File: config.mk
export PLATFORM = sky130hd
export DESIGN_NAME = mem_master_flat
export DESIGN_NICKNAME = d
export VERILOG_FILES = /design/src/rtl/mem_master_if.sv /design/src/rtl/mem_master.sv /design/src/flat_wrapper.sv
export SDC_FILE = /design/constraint.sdc
export NUM_CORES = 1
export LEC_CHECK = 0
export ABC_AREA = 0
export ABC_CLOCK_PERIOD_IN_PS = 2029
export CORE_MARGIN = 1
export CORE_UTILIZATION = 25
export CTS_CLUSTER_DIAMETER = 80
export DETAILED_ROUTE_END_ITERATION = 8
export PLACE_DENSITY = 0.59
export SETUP_SLACK_MARGIN = 0.1
export SYNTH_ARGS = -nofsm -noshare
export SYNTH_HDL_FRONTEND = slang
export SYNTH_SLANG_ARGS = --single-unit
File: constraint.sdc
create_clock -name clk -period 2.03 [get_ports clk]
set_clock_uncertainty 0.2 [all_clocks]
set_input_delay 0.406 -clock clk [delete_from_list [all_inputs] [get_ports clk]]
set_output_delay 0.406 -clock clk [all_outputs]
set_load 0.1 [all_outputs]
File: src/rtl/mem_master_if.sv
// mem_master_if: groups the core request/response handshake and the memory
// port signals of mem_master.
//   master modport: the mem_master view (drives req_ready, rsp_*, mem_* outs).
//   slave modport : the core + memory view (drives req_*, mem_data_out, mem_wait).
interface mem_master_if;
  logic        req_valid;
  logic        req_ready;
  logic        req_write;
  logic        req_byte;
  logic        req_signed;
  logic [15:0] req_addr;
  logic [15:0] req_wdata;
  logic        rsp_valid;
  logic [15:0] rsp_data;
  logic        rsp_err;
  logic        mem_en;
  logic        mem_write_enable;
  logic        mem_byte_select;
  logic        mem_byte_enable;
  logic [15:0] mem_addr;
  logic [15:0] mem_data_in;
  logic [15:0] mem_data_out;
  logic        mem_wait;

  modport master (
    input  req_valid, req_write, req_byte, req_signed, req_addr, req_wdata,
           mem_data_out, mem_wait,
    output req_ready, rsp_valid, rsp_data, rsp_err,
           mem_en, mem_write_enable, mem_byte_select, mem_byte_enable,
           mem_addr, mem_data_in
  );

  modport slave (
    output req_valid, req_write, req_byte, req_signed, req_addr, req_wdata,
           mem_data_out, mem_wait,
    input  req_ready, rsp_valid, rsp_data, rsp_err,
           mem_en, mem_write_enable, mem_byte_select, mem_byte_enable,
           mem_addr, mem_data_in
  );
endinterface

File: src/rtl/mem_master.sv
// mem_master: core-side initiator for the data memory port.
// Accepts one load/store at a time, holds it on the memory port through
// mem_wait stalls, and returns a one-cycle rsp_valid pulse with the result.
// Byte loads are lane-extracted and zero/sign-extended; byte stores are
// replicated onto both lanes. Misaligned word accesses and accesses stalled
// for TIMEOUT consecutive cycles complete with rsp_err.
// Ports:
//   clk     - clock, rising edge
//   rst     - synchronous active-high reset
//   bus     - mem_master_if.master: req_* in, req_ready/rsp_* out,
//             mem_* to/from the memory block
// Parameter:
//   TIMEOUT - max consecutive mem_wait cycles before abort (1..65535)
module mem_master #(
  parameter int unsigned TIMEOUT = 255
) (
  input  logic          clk,
  input  logic          rst,
  mem_master_if.master  bus
);

  localparam int unsigned CW = $clog2(TIMEOUT + 1);

  localparam logic [1:0] IDLE   = 2'd0;
  localparam logic [1:0] ACCESS = 2'd1;
  localparam logic [1:0] RESP   = 2'd2;

  logic [1:0]    state;
  logic [CW-1:0] wait_cnt;
  logic [CW-1:0] cnt_inc;
  logic          sign_q;
  logic [7:0]    lane;
  logic [15:0]   load_res;

  always_comb begin
    cnt_inc = (wait_cnt == '1) ? wait_cnt : wait_cnt + CW'(1);
  end

  // Result formed from the registered access attributes, which are held
  // constant for the whole access.
  always_comb begin
    lane     = bus.mem_byte_select ? bus.mem_data_out[15:8] : bus.mem_data_out[7:0];
    load_res = bus.mem_data_out;
    if (bus.mem_write_enable) begin
      load_res = '0;
    end else if (bus.mem_byte_enable) begin
      load_res = {{8{sign_q & lane[7]}}, lane};
    end
  end

  always_ff @(posedge clk) begin
    if (rst) begin
      state                <= IDLE;
      wait_cnt             <= '0;
      sign_q               <= 1'b0;
      bus.req_ready        <= 1'b1;
      bus.rsp_valid        <= 1'b0;
      bus.rsp_data         <= '0;
      bus.rsp_err          <= 1'b0;
      bus.mem_en           <= 1'b0;
      bus.mem_write_enable <= 1'b0;
      bus.mem_byte_select  <= 1'b0;
      bus.mem_byte_enable  <= 1'b0;
      bus.mem_addr         <= '0;
      bus.mem_data_in      <= '0;
    end else begin
      case (state)
        IDLE: begin
          if (bus.req_valid) begin
            bus.req_ready <= 1'b0;
            if (!bus.req_byte && bus.req_addr[0]) begin
              // Misaligned word access: respond immediately, no memory cycle.
              state         <= RESP;
              bus.rsp_valid <= 1'b1;
              bus.rsp_err   <= 1'b1;
              bus.rsp_data  <= '0;
            end else begin
              state                <= ACCESS;
              wait_cnt             <= '0;
              sign_q               <= bus.req_signed;
              bus.mem_en           <= 1'b1;
              bus.mem_write_enable <= bus.req_write;
              bus.mem_byte_select  <= bus.req_addr[0];
              bus.mem_byte_enable  <= bus.req_byte;
              bus.mem_addr         <= bus.req_addr;
              bus.mem_data_in      <= bus.req_byte ? {bus.req_wdata[7:0], bus.req_wdata[7:0]}
                                                   : bus.req_wdata;
            end
          end
        end
        ACCESS: begin
          if (!bus.mem_wait) begin
            state         <= RESP;
            bus.mem_en    <= 1'b0;
            bus.rsp_valid <= 1'b1;
            bus.rsp_err   <= 1'b0;
            bus.rsp_data  <= load_res;
          end else begin
            wait_cnt <= cnt_inc;
            if (cnt_inc == CW'(TIMEOUT)) begin
              state         <= RESP;
              bus.mem_en    <= 1'b0;
              bus.rsp_valid <= 1'b1;
              bus.rsp_err   <= 1'b1;
              bus.rsp_data  <= '0;
            end
          end
        end
        RESP: begin
          state         <= IDLE;
          wait_cnt      <= '0;
          bus.rsp_valid <= 1'b0;
          bus.req_ready <= 1'b1;
        end
        default: begin
          state <= IDLE;
        end
      endcase
    end
  end

endmodule
File: src/flat_wrapper.sv
// flat-port wrapper written by rule: the top's interface ports become plain ports
module mem_master_flat 
#(
  parameter int unsigned TIMEOUT = 255
)
  (clk, rst, bus_req_valid, bus_req_write, bus_req_byte, bus_req_signed, bus_req_addr, bus_req_wdata, bus_mem_data_out, bus_mem_wait, bus_req_ready, bus_rsp_valid, bus_rsp_data, bus_rsp_err, bus_mem_en, bus_mem_write_enable, bus_mem_byte_select, bus_mem_byte_enable, bus_mem_addr, bus_mem_data_in);
  mem_master_if bus_i ();
  input  logic clk;
  input  logic rst;
  input wire logic [$bits(bus_i.req_valid)-1:0] bus_req_valid;
  input wire logic [$bits(bus_i.req_write)-1:0] bus_req_write;
  input wire logic [$bits(bus_i.req_byte)-1:0] bus_req_byte;
  input wire logic [$bits(bus_i.req_signed)-1:0] bus_req_signed;
  input wire logic [$bits(bus_i.req_addr)-1:0] bus_req_addr;
  input wire logic [$bits(bus_i.req_wdata)-1:0] bus_req_wdata;
  input wire logic [$bits(bus_i.mem_data_out)-1:0] bus_mem_data_out;
  input wire logic [$bits(bus_i.mem_wait)-1:0] bus_mem_wait;
  output wire logic [$bits(bus_i.req_ready)-1:0] bus_req_ready;
  output wire logic [$bits(bus_i.rsp_valid)-1:0] bus_rsp_valid;
  output wire logic [$bits(bus_i.rsp_data)-1:0] bus_rsp_data;
  output wire logic [$bits(bus_i.rsp_err)-1:0] bus_rsp_err;
  output wire logic [$bits(bus_i.mem_en)-1:0] bus_mem_en;
  output wire logic [$bits(bus_i.mem_write_enable)-1:0] bus_mem_write_enable;
  output wire logic [$bits(bus_i.mem_byte_select)-1:0] bus_mem_byte_select;
  output wire logic [$bits(bus_i.mem_byte_enable)-1:0] bus_mem_byte_enable;
  output wire logic [$bits(bus_i.mem_addr)-1:0] bus_mem_addr;
  output wire logic [$bits(bus_i.mem_data_in)-1:0] bus_mem_data_in;
  assign bus_i.req_valid = bus_req_valid;
  assign bus_i.req_write = bus_req_write;
  assign bus_i.req_byte = bus_req_byte;
  assign bus_i.req_signed = bus_req_signed;
  assign bus_i.req_addr = bus_req_addr;
  assign bus_i.req_wdata = bus_req_wdata;
  assign bus_i.mem_data_out = bus_mem_data_out;
  assign bus_i.mem_wait = bus_mem_wait;
  assign bus_req_ready = bus_i.req_ready;
  assign bus_rsp_valid = bus_i.rsp_valid;
  assign bus_rsp_data = bus_i.rsp_data;
  assign bus_rsp_err = bus_i.rsp_err;
  assign bus_mem_en = bus_i.mem_en;
  assign bus_mem_write_enable = bus_i.mem_write_enable;
  assign bus_mem_byte_select = bus_i.mem_byte_select;
  assign bus_mem_byte_enable = bus_i.mem_byte_enable;
  assign bus_mem_addr = bus_i.mem_addr;
  assign bus_mem_data_in = bus_i.mem_data_in;
  mem_master #(.TIMEOUT(TIMEOUT)) u_core (.clk(clk), .rst(rst), .bus(bus_i));
endmodule
# --- Yosys cells after proc, flatten, opt, wreduce, memory -nomap -nowiden ---
# Cells that the tools add are included.
totals:
  ff_bits: 66
  in_bits: 55
  output_inout_bits: 55
  wordCells: 71
classes:
  addsub: 1
  n_eq_ne: 9
  muxes: 33
  n_bitwise: 2
  reduce_logical: 13
ops:
  columns: ["operator", "count"]
  rows:
  - ["$mux 16", 7]
  - ["$mux 8", 5]
  - ["$pmux 16 s2", 1]
  - ["$pmux 8 s3", 1]
  - ["$eq 8x8->1 const B", 2]
  - ["$reduce_and 4->1", 4]
  - ["$mux 1", 10]
  - ["$add 8x1->8 const B", 1]
  - ["$mux 2", 4]
  - ["$ne 2x2->1 const B", 3]
  - ["$pmux 1 s2", 3]
  - ["$pmux 2 s2", 1]
  - ["$reduce_and 2->1", 2]
  - ["$reduce_bool 2->1", 2]
  - ["$ne 3x2->1 const B", 1]
  - ["$pmux 1 s3", 1]
  - ["$reduce_and 3->1", 1]
  - ["$reduce_bool 3->1", 1]
  - ["$eq 2x1->1 const B", 1]
  - ["$eq 2x2->1 const B", 1]
  - ["$logic_not 2->1", 1]
  - ["$ne 2x1->1 const B", 1]
  - ["$and 1x1->1", 1]
  - ["$logic_and 1x1->1", 1]
  - ["2 further kinds", 2]

# --- Logic depth before layout (Yosys ltp) ---
depth:
  depth_word: 6
  ltp_mapped: 9

# --- Worst setup path after synthesis ---
# No wires, ideal clock.
synth_timing:
  path_type: "register -> register"
  from: "reg u_core.wait_cnt[0]"
  to: "reg u_core.bus.rsp_valid"
  setup_time_ns: 0.120
  t_arrival_ns: 1.890
  t_required_ns: 1.710
  path_slack_ns: -0.180
  stages_incl_launch_ff: 9
  n_path_buf: 2
  synth_period_minus_slack_ns: 2.210
  cell_sequence: "dfxtp_1 ha_1 and2_1 buf_2 and4_1 o2111a_1 and4_1 buf_6 o31a_1"
synth_between:
  elab_chain_len: 5
synth_lines:
  columns: ["item", "line_no", "source"]
  rows:
  - ["start: declaration", "mem_master.sv:29", "logic [CW-1:0] wait_cnt;"]
  - ["start signal: assignment", "mem_master.sv:99", "wait_cnt <= cnt_inc;"]
  - ["$add 8x1->8 / $eq 8x8->1 (equally long branches)", "mem_master.sv:36", "cnt_inc = (wait_cnt == '1) ? wait_cnt : wait_cnt + CW'(1);"]
  - ["$mux 8 (*)", "mem_master.sv:36", null]
  - ["$eq 8x8->1 (*)", "mem_master.sv:100", "if (cnt_inc == CW'(TIMEOUT)) begin"]
  - ["$ne 3x2->1 (no line) (*)", null, null]
  - ["$reduce_and 4->1 (no line) (*)", null, null]
  - ["end signal: assignment", "mem_master.sv:95", "bus.rsp_valid <= 1'b1;"]
  - ["end signal: assignment", "mem_master.sv:103", "bus.rsp_valid <= 1'b1;"]
  - ["end signal: assignment", "mem_master.sv:112", "bus.rsp_valid <= 1'b0;"]
  - ["end: declaration", "mem_master_if.sv:28", "output req_ready, rsp_valid, rsp_data, rsp_err,"]
# Every way passes the cells marked *; elsewhere a longest branch is shown, timed or not.
# A chain may end at the register's enable or synchronous reset.

# --- Worst setup path after layout ---
layout_timing:
  from: "reg u_core.wait_cnt[0]"
  to: "reg u_core.bus.rsp_data[10]"
layout_between:
  elab_chain_len: 5
layout_lines:
  columns: ["item", "line_no", "source"]
  rows:
  - ["$add 8x1->8 / $eq 8x8->1 (equally long branches)", "mem_master.sv:36", null]
  - ["$mux 8 (*)", "mem_master.sv:36", null]
  - ["$eq 8x8->1 (*)", "mem_master.sv:100", null]
  - ["$ne 3x2->1 (no line) (*)", null, null]
  - ["$reduce_and 4->1 (no line) (*)", null, null]
  - ["end signal: assignment", "mem_master.sv:97", "bus.rsp_data <= load_res;"]
  - ["end: declaration", "mem_master_if.sv:28", null]
# Marks and branches as above.

==> flow_summary.json <==
{
  "status": "complete, but fails checks",
  "violations": "design-rule violations, negative setup slack",
  "hold_buffers": 0,
  "setup_violations": 8,
  "syn_avg_cell_area_um2": 7.951,
  "synth-edff-count": 0,
  "ys.flop_type": "dfxtp_1",
  "nets": 557,
  "grt_usage": 0.1530,
  "maxSlewHeadroom": 0.5783,
  "die_area_mm2": 0.01246,
  "path_clk_slew_ps": 50,
  "cts-root-buf": "clkbuf_16",
  "place.gp.congestion": 0.8440,
  "fin_crit_ps": 2075,
  "drive_gt1_frac": 0.2475,
  "max_freq_ghz": 0.4818,
  "cts.sinks": 65,
  "fin_tns_setup_ps": -202.2,
  "avgRoutedWirePerCell_um": 14.79,
  "io_pins": 110,
  "dp_hpwl_um": 6887,
  "r2r-start": "u_core.wait_cnt[0]",
  "coreArea_mm2": 0.01156,
  "syn_inst": 378,
  "grt_first_pass_wirelength_um": 15370,
  "first_pass_iters": 7,
  "maxSlewViolCount": 0,
  "die_w_um": 111.6,
  "drc": 7,
  "grt_pass1_vias": 3119,
  "fin_area_mm2": 0.005380,
  "dpl_worst_slack_ps": -232.3,
  "insertedDiodeCount": 0,
  "cts_buffer_depth": 2,
  "cts-buffers-inserted": 9,
  "ys_types": 47,
  "antenna_found_initial": 0,
  "ys_warn_count": 0,
  "power_density_mw_per_mm2": 826.2,
  "p_leak_nw": 2.055,
  "cts_tree": "done",
  "cp_max_fo": 18,
  "initialDrtViolationCount": 174,
  "maxCapViolations": 0,
  "overflow": 0,
  "required_ps": 2030,
  "cts_setup_buffers": 0,
  "port_buffers": 109,
  "synth_nets": 434,
  "area_growth_pct": 79.02,
  "hold_class": "reg2reg",
  "max-vdd-ir-drop_mv": 0.5322,
  "cp-start-kind": "flop",
  "drt-total-wl_um": 9586,
  "vias": 3219,
  "async_reset_ff_frac": 0,
  "rows": 39,
  "cp-startpoint": "u_core.wait_cnt[0]",
  "end_kind": "flop",
  "synth_area_mm2": 0.003005,
  "criticalPathCategory": "reg2reg",
  "initial_core_util": 0.2599,
  "layout_setup_ws_ps": -45.47,
  "worst_pin_slew_ps": 626.0,
  "yosys.area.top_type_share": 0.4330,
  "synth-seq-area-share": 0.4330,
  "rsz0062_at_grt": "yes",
  "cts_max_level": 3,
  "postRouteAntennaNets": 0,
  "hold_violations": 0,
  "synth_area_leaders": "dfxtp_1 (43%), nand2_1 (9.7%), a21oi_1 (7.7%)",
  "grt_max_degree": 39,
  "viasPerCell": 4.968,
  "cp.arrival_ps": 2070,
  "worstSkewPairLatency_ps": 330,
  "synth-seq-cells": 65,
  "dpl_cell_area_mm2": 0.005024,
  "die_h_um": 111.6,
  "layout_worst_path_cycle_share": 1.022,
  "yosysTopAreaCell": "dfxtp_1",
  "reg2reg_slack_ps": -50,
  "hold_start": "u_core.sign_q"
}
==> timing repair <==
action | CTS | global route
gates resized for setup | 4 | 6
setup endpoints to repair | 20 | 27
pin swaps | 0 | 3
==> logic make-up after synthesis <==
kind of cell,after synthesis,synth area share
AND/OR/NAND/NOR,150,0.2236
buffers and inverters,36,0.05370
flip-flops,65,0.4330
multiplexers,9,0.03039
adder cells (fa/ha/maj),2,0.007493
AO/OA/AOI/OAI,116,0.2519
==> final cells by class <==
| type | count | area [um^2] |
|---|---|---|
| fillers | 1087 | 6185 |
| repair buffers | 144 | 1949 |
| multi-input cells | 277 | 1603 |
| flip-flops and latches | 65 | 1313 |
| clock buffers | 13 | 261.5 |
| well taps | 143 | 178.9 |
| clock inverters | 2 | 60.06 |
| inverters | 4 | 15.01 |
==> metrics by stage <==
stage / power [W] / util / hold slack (ps) / std cells
3_3_place_gp: 0.002756 / 0.4344 / 264.3 / 633
6_report: 0.004445 / 0.4652 / 273.8 / 648
4_1_cts: 0.004480 / 0.4632 / 281.4 / 648
2_1_floorplan: 0.002183 / - / 236.6 / 378
5_1_grt: 0.004602 / 0.4652 / 299.7 / 648
3_5_place_dp: 0.002769 / 0.4344 / 273.2 / 633
==> per-layer routing <==
metal  track usage  vias up  part of all wire
met5             0        -                 0
met4       0.05405        0             0.017
met3       0.06478       12             0.089
met2        0.2522      125              0.48
met1        0.1769     1470              0.41
li1              -     1612                 -
==> layout by cell type (no fill, tap or decap), drive strengths merged, types with 2 or more instances in the layout <==
cell type      count
nor3               4
a31oi             10
nand2b             5
a21oi             46
o21bai             8
o211ai             2
dfxtp             65
o31ai              2
nor2              17
clkbuf            13
o21ai             12
nand2             78
inv                4
and3               2
and4               3
nand4              2
clkdlybuf4s50     53
buf               91
a211oi            13
nor2b              2
bufinv             2
a21o               2
o221ai             9
mux2i              8
or4                3
nand3             32
a22o               2
==> path summary, 6_finish.rpt <==
kind | endpoint | cells past startpoint
setup / recovery | u_core.bus.rsp_data[10] | 7
hold / removal | u_core.sign_q | 2
setup reg to reg | u_core.bus.rsp_data[10] | 7
hold reg to reg | u_core.sign_q | 2
==> cell usage after synthesis, types with 2 or more instances <==
cell      instances
o221ai_1          7
o221ai_2          2
nor2b_1           2
buf_1             3
nand4_1           2
and3_1            2
or4_1             3
dfxtp_1          65
o21ai_1           8
a31oi_1          10
nand2b_1          5
and4_1            3
o31ai_1           2
o21ai_0           4
a211oi_1         13
mux2i_1           8
nor3_1            4
o211ai_1          2
nand3_1          31
a21oi_1          46
nor2_1           17
a22o_1            2
inv_1             4
buf_2             3
o21bai_1          8
nand2_1          78
clkbuf_1         23
a21o_1            2
==> worst max-delay path: stages (launching register included) <==
cell and delay (ps):
dfxtp_4 340, ha_4 280, inv_1 60, o41ai_4 350, a32o_2 190, and4_4 230, buf_12 150, o221ai_1 140
==> where the power goes <==
group	internal [W]	switching (W)	total, W
Combinational	0.000504	0.000784	0.00129
Sequential	0.00136	0.0000953	0.00145
Clock	0.00114	0.000562	0.00171
Total	0.00300	0.00144	0.00445
==> flip-flops by register name, indices dropped and copies added, names as in the netlist <==
name,flops
u_core.bus.mem_byte_enable,1
u_core.bus.mem_en,1
u_core.sign_q,1
u_core.bus.rsp_err,1
u_core.bus.req_ready,1
u_core.state,2
u_core.bus.mem_write_enable,1
u_core.bus.mem_data_in,16
u_core.wait_cnt,8
u_core.bus.rsp_valid,1
u_core.bus.rsp_data,16
u_core.bus.mem_addr,16
No activity file was read; power rests on OpenSTA's default activity.
